$ cat src/rtl/cm0_dap_dp_ap_seq.sv
// DP-domain sequencer: runs one DP-to-AP access at a time over the DP/AP CDC
// boundary, driving launch enables, the four-phase req/ack handshake and capture masks.
module cm0_dap_dp_ap_seq #(
   parameter int unsigned PRESENT = 1,
   parameter int unsigned WCW     = 8
) (
   input  logic            swclktck,
   input  logic            dpreset_n,
   input  logic            acc_valid_i,
   input  logic            acc_rnw_i,
   input  logic [3:0]      acc_addr_i,
   input  logic [31:0]     acc_wdata_i,
   input  logic            abort_i,
   output logic            acc_busy_o,
   output logic            acc_done_o,
   output logic            acc_aborted_o,
   output logic [31:0]     acc_rdata_o,
   output logic            acc_err_o,
   output logic [WCW-1:0]  wait_cnt_o,
   output logic            dp_wr_en_o,
   output logic            dp_rnw_dp_o,
   output logic [3:0]      dp_regaddr_dp_o,
   output logic [31:0]     dp_data_dp_o,
   output logic            dp_req_dp_load_o,
   output logic            dp_req_dp_next_o,
   output logic            dp_out_en_o,
   output logic            dp_err_out_en_o,
   input  logic            ap_ack_dp_i,
   input  logic [31:0]     ap_data_dp_i,
   input  logic            ap_err_dp_i
);

   typedef enum logic [2:0] {
      S_IDLE     = 3'd0,
      S_LAUNCH   = 3'd1,
      S_REQ_WAIT = 3'd2,
      S_CAPT     = 3'd3,
      S_ACK_WAIT = 3'd4
   } state_t;

   generate
      if (PRESENT != 0) begin : g_seq
         localparam logic [WCW-1:0] WCNT_MAX = '1;

         state_t          r_state;
         state_t          w_next;
         logic            r_rnw;
         logic            r_aborted;
         logic [WCW-1:0]  r_wcnt;
         logic            r_done;
         logic            r_aborted_p;
         logic [31:0]     r_rdata;
         logic            r_err;
         logic [WCW-1:0]  r_wait_cnt;

         logic            w_accept;
         logic            w_abort;
         logic            w_req_load;
         logic            w_req_next;
         logic            w_mask_en;
         logic            w_finish;

         // Gated by reset so the launch enable is quiet while reset is held.
         assign w_accept = dpreset_n & (r_state == S_IDLE) & acc_valid_i & ~ap_ack_dp_i;
         assign w_abort  = r_aborted | abort_i;

         // Next-state and handshake control decode
         always_comb begin
            w_next     = r_state;
            w_req_load = 1'b0;
            w_req_next = 1'b0;
            w_mask_en  = 1'b0;
            w_finish   = 1'b0;
            case (r_state)
               S_IDLE: begin
                  if (w_accept) w_next = S_LAUNCH;
               end
               S_LAUNCH: begin
                  w_req_load = 1'b1;
                  w_req_next = 1'b1;
                  w_next     = S_REQ_WAIT;
               end
               S_REQ_WAIT: begin
                  if (ap_ack_dp_i) w_next = S_CAPT;
               end
               S_CAPT: begin
                  w_mask_en  = 1'b1;
                  w_req_load = 1'b1;
                  w_req_next = 1'b0;
                  w_next     = S_ACK_WAIT;
               end
               S_ACK_WAIT: begin
                  if (!ap_ack_dp_i) begin
                     w_finish = 1'b1;
                     w_next   = S_IDLE;
                  end
               end
               default: w_next = S_IDLE;
            endcase
         end

         always_ff @(posedge swclktck or negedge dpreset_n) begin
            if (!dpreset_n) r_state <= S_IDLE;
            else            r_state <= w_next;
         end

         // Access context, wait counter and held results
         always_ff @(posedge swclktck or negedge dpreset_n) begin
            if (!dpreset_n) begin
               r_rnw       <= 1'b0;
               r_aborted   <= 1'b0;
               r_wcnt      <= '0;
               r_done      <= 1'b0;
               r_aborted_p <= 1'b0;
               r_rdata     <= '0;
               r_err       <= 1'b0;
               r_wait_cnt  <= '0;
            end else begin
               r_done      <= 1'b0;
               r_aborted_p <= 1'b0;
               if (w_accept) begin
                  r_rnw     <= acc_rnw_i;
                  r_aborted <= 1'b0;
                  r_wcnt    <= '0;
               end else if ((r_state != S_IDLE) && abort_i) begin
                  r_aborted <= 1'b1;
               end
               if ((r_state == S_REQ_WAIT) && (r_wcnt != WCNT_MAX)) begin
                  r_wcnt <= r_wcnt + WCW'(1);
               end
               if ((r_state == S_CAPT) && !w_abort) begin
                  if (r_rnw) r_rdata <= ap_data_dp_i;
                  r_err <= ap_err_dp_i;
               end
               if (w_finish) begin
                  r_done      <= ~w_abort;
                  r_aborted_p <= w_abort;
                  r_wait_cnt  <= r_wcnt;
               end
            end
         end

         assign acc_busy_o       = (r_state != S_IDLE);
         assign acc_done_o       = r_done;
         assign acc_aborted_o    = r_aborted_p;
         assign acc_rdata_o      = r_rdata;
         assign acc_err_o        = r_err;
         assign wait_cnt_o       = r_wait_cnt;
         assign dp_wr_en_o       = w_accept;
         assign dp_rnw_dp_o      = w_accept & acc_rnw_i;
         assign dp_regaddr_dp_o  = w_accept ? acc_addr_i  : 4'h0;
         assign dp_data_dp_o     = w_accept ? acc_wdata_i : 32'h0;
         assign dp_req_dp_load_o = w_req_load;
         assign dp_req_dp_next_o = w_req_next;
         assign dp_out_en_o      = w_mask_en;
         assign dp_err_out_en_o  = w_mask_en;
      end else begin : g_absent
         assign acc_busy_o       = 1'b0;
         assign acc_done_o       = 1'b0;
         assign acc_aborted_o    = 1'b0;
         assign acc_rdata_o      = 32'h0;
         assign acc_err_o        = 1'b0;
         assign wait_cnt_o       = '0;
         assign dp_wr_en_o       = 1'b0;
         assign dp_rnw_dp_o      = 1'b0;
         assign dp_regaddr_dp_o  = 4'h0;
         assign dp_data_dp_o     = 32'h0;
         assign dp_req_dp_load_o = 1'b0;
         assign dp_req_dp_next_o = 1'b0;
         assign dp_out_en_o      = 1'b0;
         assign dp_err_out_en_o  = 1'b0;
      end
   endgenerate

endmodule

$ cat config.mk
export PLATFORM = sky130hd
export DESIGN_NAME = cm0_dap_dp_ap_seq
export DESIGN_NICKNAME = d
export VERILOG_FILES = /design/src/rtl/cm0_dap_dp_ap_seq.sv
export SDC_FILE = /design/constraint.sdc
export NUM_CORES = 1
export LEC_CHECK = 0
export CORE_UTILIZATION = 30
export DETAILED_ROUTE_END_ITERATION = 10
export HOLD_SLACK_MARGIN = 0.02
export PLACE_DENSITY = 0.74
export SETUP_SLACK_MARGIN = 0.2
export SLEW_MARGIN = 20
export SYNTH_ARGS = -nofsm -noshare
export SYNTH_HDL_FRONTEND = slang
export SYNTH_SLANG_ARGS = --single-unit
$ cat constraint.sdc
create_clock -name swclktck -period 3.02 [get_ports swclktck]
set_clock_uncertainty 0.1 [all_clocks]
set_input_delay 0.453 -clock swclktck [delete_from_list [all_inputs] [get_ports swclktck]]
set_output_delay 0.453 -clock swclktck [all_outputs]
set_load 0.05 [all_outputs]
==> results of run 1 <==
state kept, by name, indices dropped and copies added, names as in the netlist:
name,flops
acc_done_o,1
acc_err_o,1
g_seq.r_wcnt,8
g_seq.r_state,3
acc_rdata_o,32
wait_cnt_o,8
acc_aborted_o,1
g_seq.r_aborted,1
g_seq.r_rnw,1
cells in the mapped netlist:
library cell	number	area, um2
nand4_1	2	12.5
o22ai_1	1	6.26
nor3_1	2	10.0
inv_1	3	11.3
ha_1	1	12.5
nand3_1	3	15.0
buf_12	3	60.1
a211o_1	2	17.5
nand2_1	4	15.0
or3b_1	1	8.76
and4_1	1	8.76
nand2_4	1	11.3
dfrtp_1	56	1400
nor3b_1	1	7.51
or2b_1	1	7.51
clkbuf_2	1	5.00
and3_1	4	25.0
a22o_1	1	8.76
nor3b_2	1	12.5
clkbuf_1	2	7.51
buf_4	1	7.51
nand2b_1	3	18.8
and2_1	40	250
nand3b_1	1	7.51
buf_2	3	15.0
buf_6	1	11.3
or3_2	1	7.51
mux2_2	12	135
a21oi_1	4	20.0
nor2_1	8	30.0
mux2i_1	1	10.0
a31oi_1	1	6.26
mux2_4	30	450
nor3_4	2	32.5
o21a_1	3	22.5
a21boi_0	1	7.51
o21ai_0	5	25.0
nand3b_4	1	20.0
stage by stage:
step                      cells  hold slack, ns  worst slack [ns]  power (W)
after floorplan             209          0.0574             0.738    0.00255
after global placement      469           0.387             0.570    0.00329
after detailed placement    469           0.391             0.498    0.00332
after CTS                   476           0.280             0.429    0.00371
after global routing        476           0.317             0.348    0.00386
final                       476           0.247             0.450    0.00367
per-layer routing:
layer  wire [um]  track usage  share of wire  up-vias
met5           0            0              0        -
met4          44       0.0271         0.0065        0
met1        2880        0.179           0.42     1028
li1            -            -              -     1027
met3         583       0.0496          0.086        5
met2        3290        0.243           0.48      101
worst max-delay path, cell delays in order (launching register included):
cell	delay (ns)
dfrtp_1	0.52
or3_2	0.48
clkdlybuf4s50_1	0.72
layout make-up:
cell class,instances,share of cell area
flip-flops and latches,56,0.289
clock buffers,6,0.0150
repair buffers,163,0.412
well taps,108,0.0279
multi-input cells,139,0.252
inverters,3,0.00232
clock inverters,1,0.00103
final timing paths:
check | end | from | cells after the start | slack, ns
worst max register to register | acc_rdata_o[31] | g_seq.r_state[1] | 4 | 1.09
worst min register to register | acc_rdata_o[25] | acc_rdata_o[25] | 1 | 0.41
max in group asynchronous | acc_rdata_o[24] | dpreset_n | 2 | 2.12
worst min-delay path | wait_cnt_o[6] | dpreset_n | 2 | 0.25
min in group swclktck | acc_rdata_o[25] | acc_rdata_o[25] | 1 | 0.41
worst max-delay path | acc_busy_o | g_seq.r_state[1] | 2 | 0.45
layout by cell type, fill, tap and decap left out, types with 4 or more instances in the layout:
master / instances
clkdlybuf4s50_1: 121
and2_1: 40
dfrtp_1: 56
and3_1: 4
buf_12: 38
nand2_1: 4
o21ai_0: 5
nor2_1: 8
a21oi_1: 4
mux2_4: 30
clkbuf_8: 5
mux2_2: 12
cells by family after synthesis:
kind of cell / share of synthesized area
flip-flops: 0.511
AO/OA/AOI/OAI: 0.0415
multiplexers: 0.217
AND/OR/NAND/NOR: 0.183
adder cells (fa/ha/maj): 0.00456
buffers and inverters: 0.0429
power breakdown:
part	switching, W	internal, W
clock network	0.000218	0.000158
logic	0.00122	0.000881
registers	0.000194	0.000994
==> run metrics, run 1 <==
Post-Synthesis Cells=209; Worst-Skew Late Latency=between 0.2 and 0.3 ns; core area=between 8000 and 9000 um2; I/O Pins=161; CP max FO=10; TritonCTS clock tree=done; Die X-Extent=between 90 and 100 um; Post CTS Setup Buffer Count=0; Worst VDD drop=roughly 0.33 mV; status=completed; Peak Freq=between 300 and 400 MHz; setup_tns=0 ns; Final Hold Fails=0; CP Launch Type=flop; # setup viols final=0; warnings from Yosys=0; detailed placer's ending HPWL=between 5000 and 6000 um; TritonCTS Buffers=5; layout cells sized above 1=0.261; PostCTS Resize Cnt=0; Static Leak=2.25 nW; final WL=roughly 6800 um; fin util=0.553; CTS Sinks=between 50 and 60; WS Path Type=reg2out; Reg area=~1400 um2; antenna violations before repair=0; Vias=2,161; Slew @ Worst Pin=just under 0.7 ns; Placement Cell Area=~4800 um2; clock-pin slew on the worst setup and hold paths=about 0.090 ns; antenna-violating nets left=0; total global-route track usage=0.144; vias in the first global route=~2,300; Synth-to-Final Area Change=76.8%; Slew Limit Fails=0; max_cap viols=0; Worst Path Required=2.47 ns; hold buffers post-CTS=0; first-pass GRT wire length=around 11,000 um; period utilization=0.851; crit path DAT=roughly 2.0 ns; WL per Instance=roughly 14 um; IO Port Bufs=160; post-synthesis sequential area ratio=0.511; fill count=roughly 740; Period minus WS final=~2.6 ns; Mapped Nets=285; Mapped Area=2740 um2; worst relative slew slack=0.538; crit path capture type=output pin; pwr dens=between 700 and 800 nW/um2; CTS H-tree depth=2; DIE AREA=about 9500 um2; Die Y=approximately 98 um; First-pass DRT Iterations=4; DR DRC count=0; multi-input logic area=roughly 1200 um2; CTS max path bufs=2; GPL Wtd Cong=0.771; Hold WC Path Type=in2async; antenna cells=0; flops & latches, synth=56; vias per cell=4.54; nets=approximately 440; initial drt markers=95; CTS root buf=clkbuf_8; Netlist cell types=38; # rows=34; Syn Area/Cell=13.1 um2; Initial Util=0.313; unrepaired setup endpoints after global routing=no; gr ovfl total=0; largest net degree at the start of global routing=58; final instance area=4850 um2
Power figures use the tool's default switching activity.
==> run 2: changes to the inputs <==
--- a/config.mk
+++ b/config.mk
@@ -6,6 +6,7 @@
 export NUM_CORES = 1
 export LEC_CHECK = 0
 export CORE_UTILIZATION = 30
+export CTS_BUF_LIST = sky130_fd_sc_hd__clkbuf_8
 export DETAILED_ROUTE_END_ITERATION = 10
 export HOLD_SLACK_MARGIN = 0.02
 export PLACE_DENSITY = 0.74
==> run metrics, run 2 (synthesis results as in run 1) <==
status=completed; pwr dens=756 nW/um2 (about the same); PostCTS Resize Cnt=0 (unchanged); # setup viols final=0 (unchanged); clock-pin slew on the worst setup and hold paths=0.09 ns (about the same); antenna-violating nets left=0 (unchanged); CTS root buf=clkbuf_8; first-pass GRT wire length=11,200 um (unchanged); final WL=6800 um (about the same); WS Path Type=reg2out; most common cell after layout, fill and taps aside=clkdlybuf4s50_1; Net Sw Frac=0.446 (+0.000451); Clk pwr share=0.102 (about the same); Synth-to-Final Area Change=76.8% (unchanged); gr ovfl total=0 (unchanged); vias per cell=4.54 (unchanged); period utilization=0.851 (unchanged); CTS Sinks=56 (unchanged); unrepaired setup endpoints after global routing=no; max incr delay on CP=0.72 ns (about the same); PnR worst setup slack=0.450 ns (unchanged); Slew Limit Fails=0 (unchanged); total global-route track usage=0.144 (unchanged); Worst-Skew Late Latency=0.29 ns (about the same); crit path capture type=output pin; Peak Freq=389 MHz (unchanged); max reg flops=32 (unchanged); CP cell instances=or3_2 > clkdlybuf4s50_1; Worst Path Required=2.47 ns (about the same); IO Port Bufs=160 (unchanged); Hold WC Path Type=in2async; CTS H-tree depth=2 (unchanged); CTS max path bufs=2 (unchanged); initial drt markers=95 (unchanged); Worst VDD drop=0.334 mV (about the same); Static Leak=2.25 nW (+0.18%); nets=444 (unchanged); worst relative slew slack=0.538 (unchanged); WL per Instance=14.3 um (about the same); Period minus WS final=2.57 ns (unchanged); GPL Wtd Cong=0.771 (unchanged); fin util=0.553 (unchanged); setup_tns=0 ns (unchanged); Gate power share=0.574 (about the same); hold buffers post-CTS=0 (unchanged); Post CTS Setup Buffer Count=0 (unchanged); Worst Path Buf+Inv=1 (unchanged); CP max-delay cell=clkdlybuf4s50_1; DR WL met3=583 um (unchanged); TritonCTS Buffers=5 (unchanged); switching pwr=0.00164 W (about the same); Placement Cell Area=4770 um2 (unchanged); uppermost routed layer=met4; antenna violations before repair=0 (unchanged); crit path DAT=2.02 ns (about the same); Die Y=97.6 um (unchanged); Worst path top cell family by delay=buffers and inverters; vias in the first global route=2,302 (unchanged); Die X-Extent=97.6 um (unchanged); final instance area=4850 um2 (unchanged); # rows=34 (unchanged); max_cap viols=0 (unchanged); layout cells sized above 1=0.261 (unchanged); Initial Util=0.313 (unchanged); commonest cells after routing, fill and taps aside=121 x clkdlybuf4s50_1, 56 x dfrtp_1, 40 x and2_1; wl on met1=2880 um (unchanged); detailed placer's ending HPWL=5350 um (unchanged); DR DRC count=0 (unchanged); largest net degree at the start of global routing=58 (unchanged); Final Hold Fails=0 (unchanged); CP max FO=10 (unchanged); DIE AREA=9520 um2 (unchanged); internal power=0.00203 W (-0.17%); sequential power share=0.324 (about the same); First-pass DRT Iterations=4 (unchanged); CP Launch Type=flop; Vias=2,161 (unchanged); Slew @ Worst Pin=0.693 ns (unchanged); antenna cells=0 (unchanged); Place WS=0.498 ns (unchanged); TritonCTS clock tree=done; I/O Pins=161 (unchanged); core area=8760 um2 (unchanged); Routed met2 length=3290 um (unchanged)
## run 2: cell types whose count changed in the layout (fill, tap and decap cells not counted), sizes merged
| cell | change |
|---|---|
| inv | +1 |
| clkbuf | -1 |
## run 2: path summary, 6_finish.rpt
path / cells past startpoint / to / slack [ns] / from
max: 2 / acc_busy_o / 0.45 / g_seq.r_state[1]
min: 2 / wait_cnt_o[6] / 0.25 / dpreset_n
max reg2reg: 4 / acc_rdata_o[31] / 1.09 / g_seq.r_state[1]
min reg2reg: 1 / acc_rdata_o[25] / 0.41 / acc_rdata_o[25]
max in group asynchronous: 2 / acc_rdata_o[24] / 2.12 / dpreset_n
min in group swclktck: 1 / acc_rdata_o[25] / 0.41 / acc_rdata_o[25]
## run 2: final cells by class
cell class / count / area, um2
fillers: 743 / 3920
well taps: 108 / 135
clock buffers: 5 / 68.8
multi-input cells: 139 / 1220
flip-flops and latches: 56 / 1400
repair buffers: 163 / 2000
inverters: 3 / 11.3
clock inverters: 2 / 8.76
## run 2: worst register-to-register path: stages (launching register included)
cell	delay (ns)
dfrtp_1	0.57
nand3b_4	0.14
nor3_4	0.20
nand2_4	0.37
mux2_4	0.45
## run 2: power groups by stage
stage               Clock (W)  Combinational [W]  Sequential (W)
floorplan                   0           0.000731         0.00182
global placement            0            0.00211         0.00118
detailed placement          0            0.00212         0.00120
CTS                  0.000393            0.00213         0.00119
global route         0.000427            0.00221         0.00122
finish               0.000374            0.00210         0.00119
## run 2: layer usage
layer | up-vias | GRT usage
met5 | - | 0
met2 | 101 | 0.243
li1 | 1027 | -
met3 | 5 | 0.0496
met1 | 1028 | 0.179
met4 | 0 | 0.0271
## run 2: stage by stage
stage / instances / hold slack (ns) / total power [W]
final: 476 / 0.247 / 0.00367
after global placement: 469 / 0.387 / 0.00329
after floorplan: 209 / 0.0574 / 0.00255
after CTS: 476 / 0.280 / 0.00371
after detailed placement: 469 / 0.391 / 0.00332
after global routing: 476 / 0.317 / 0.00386
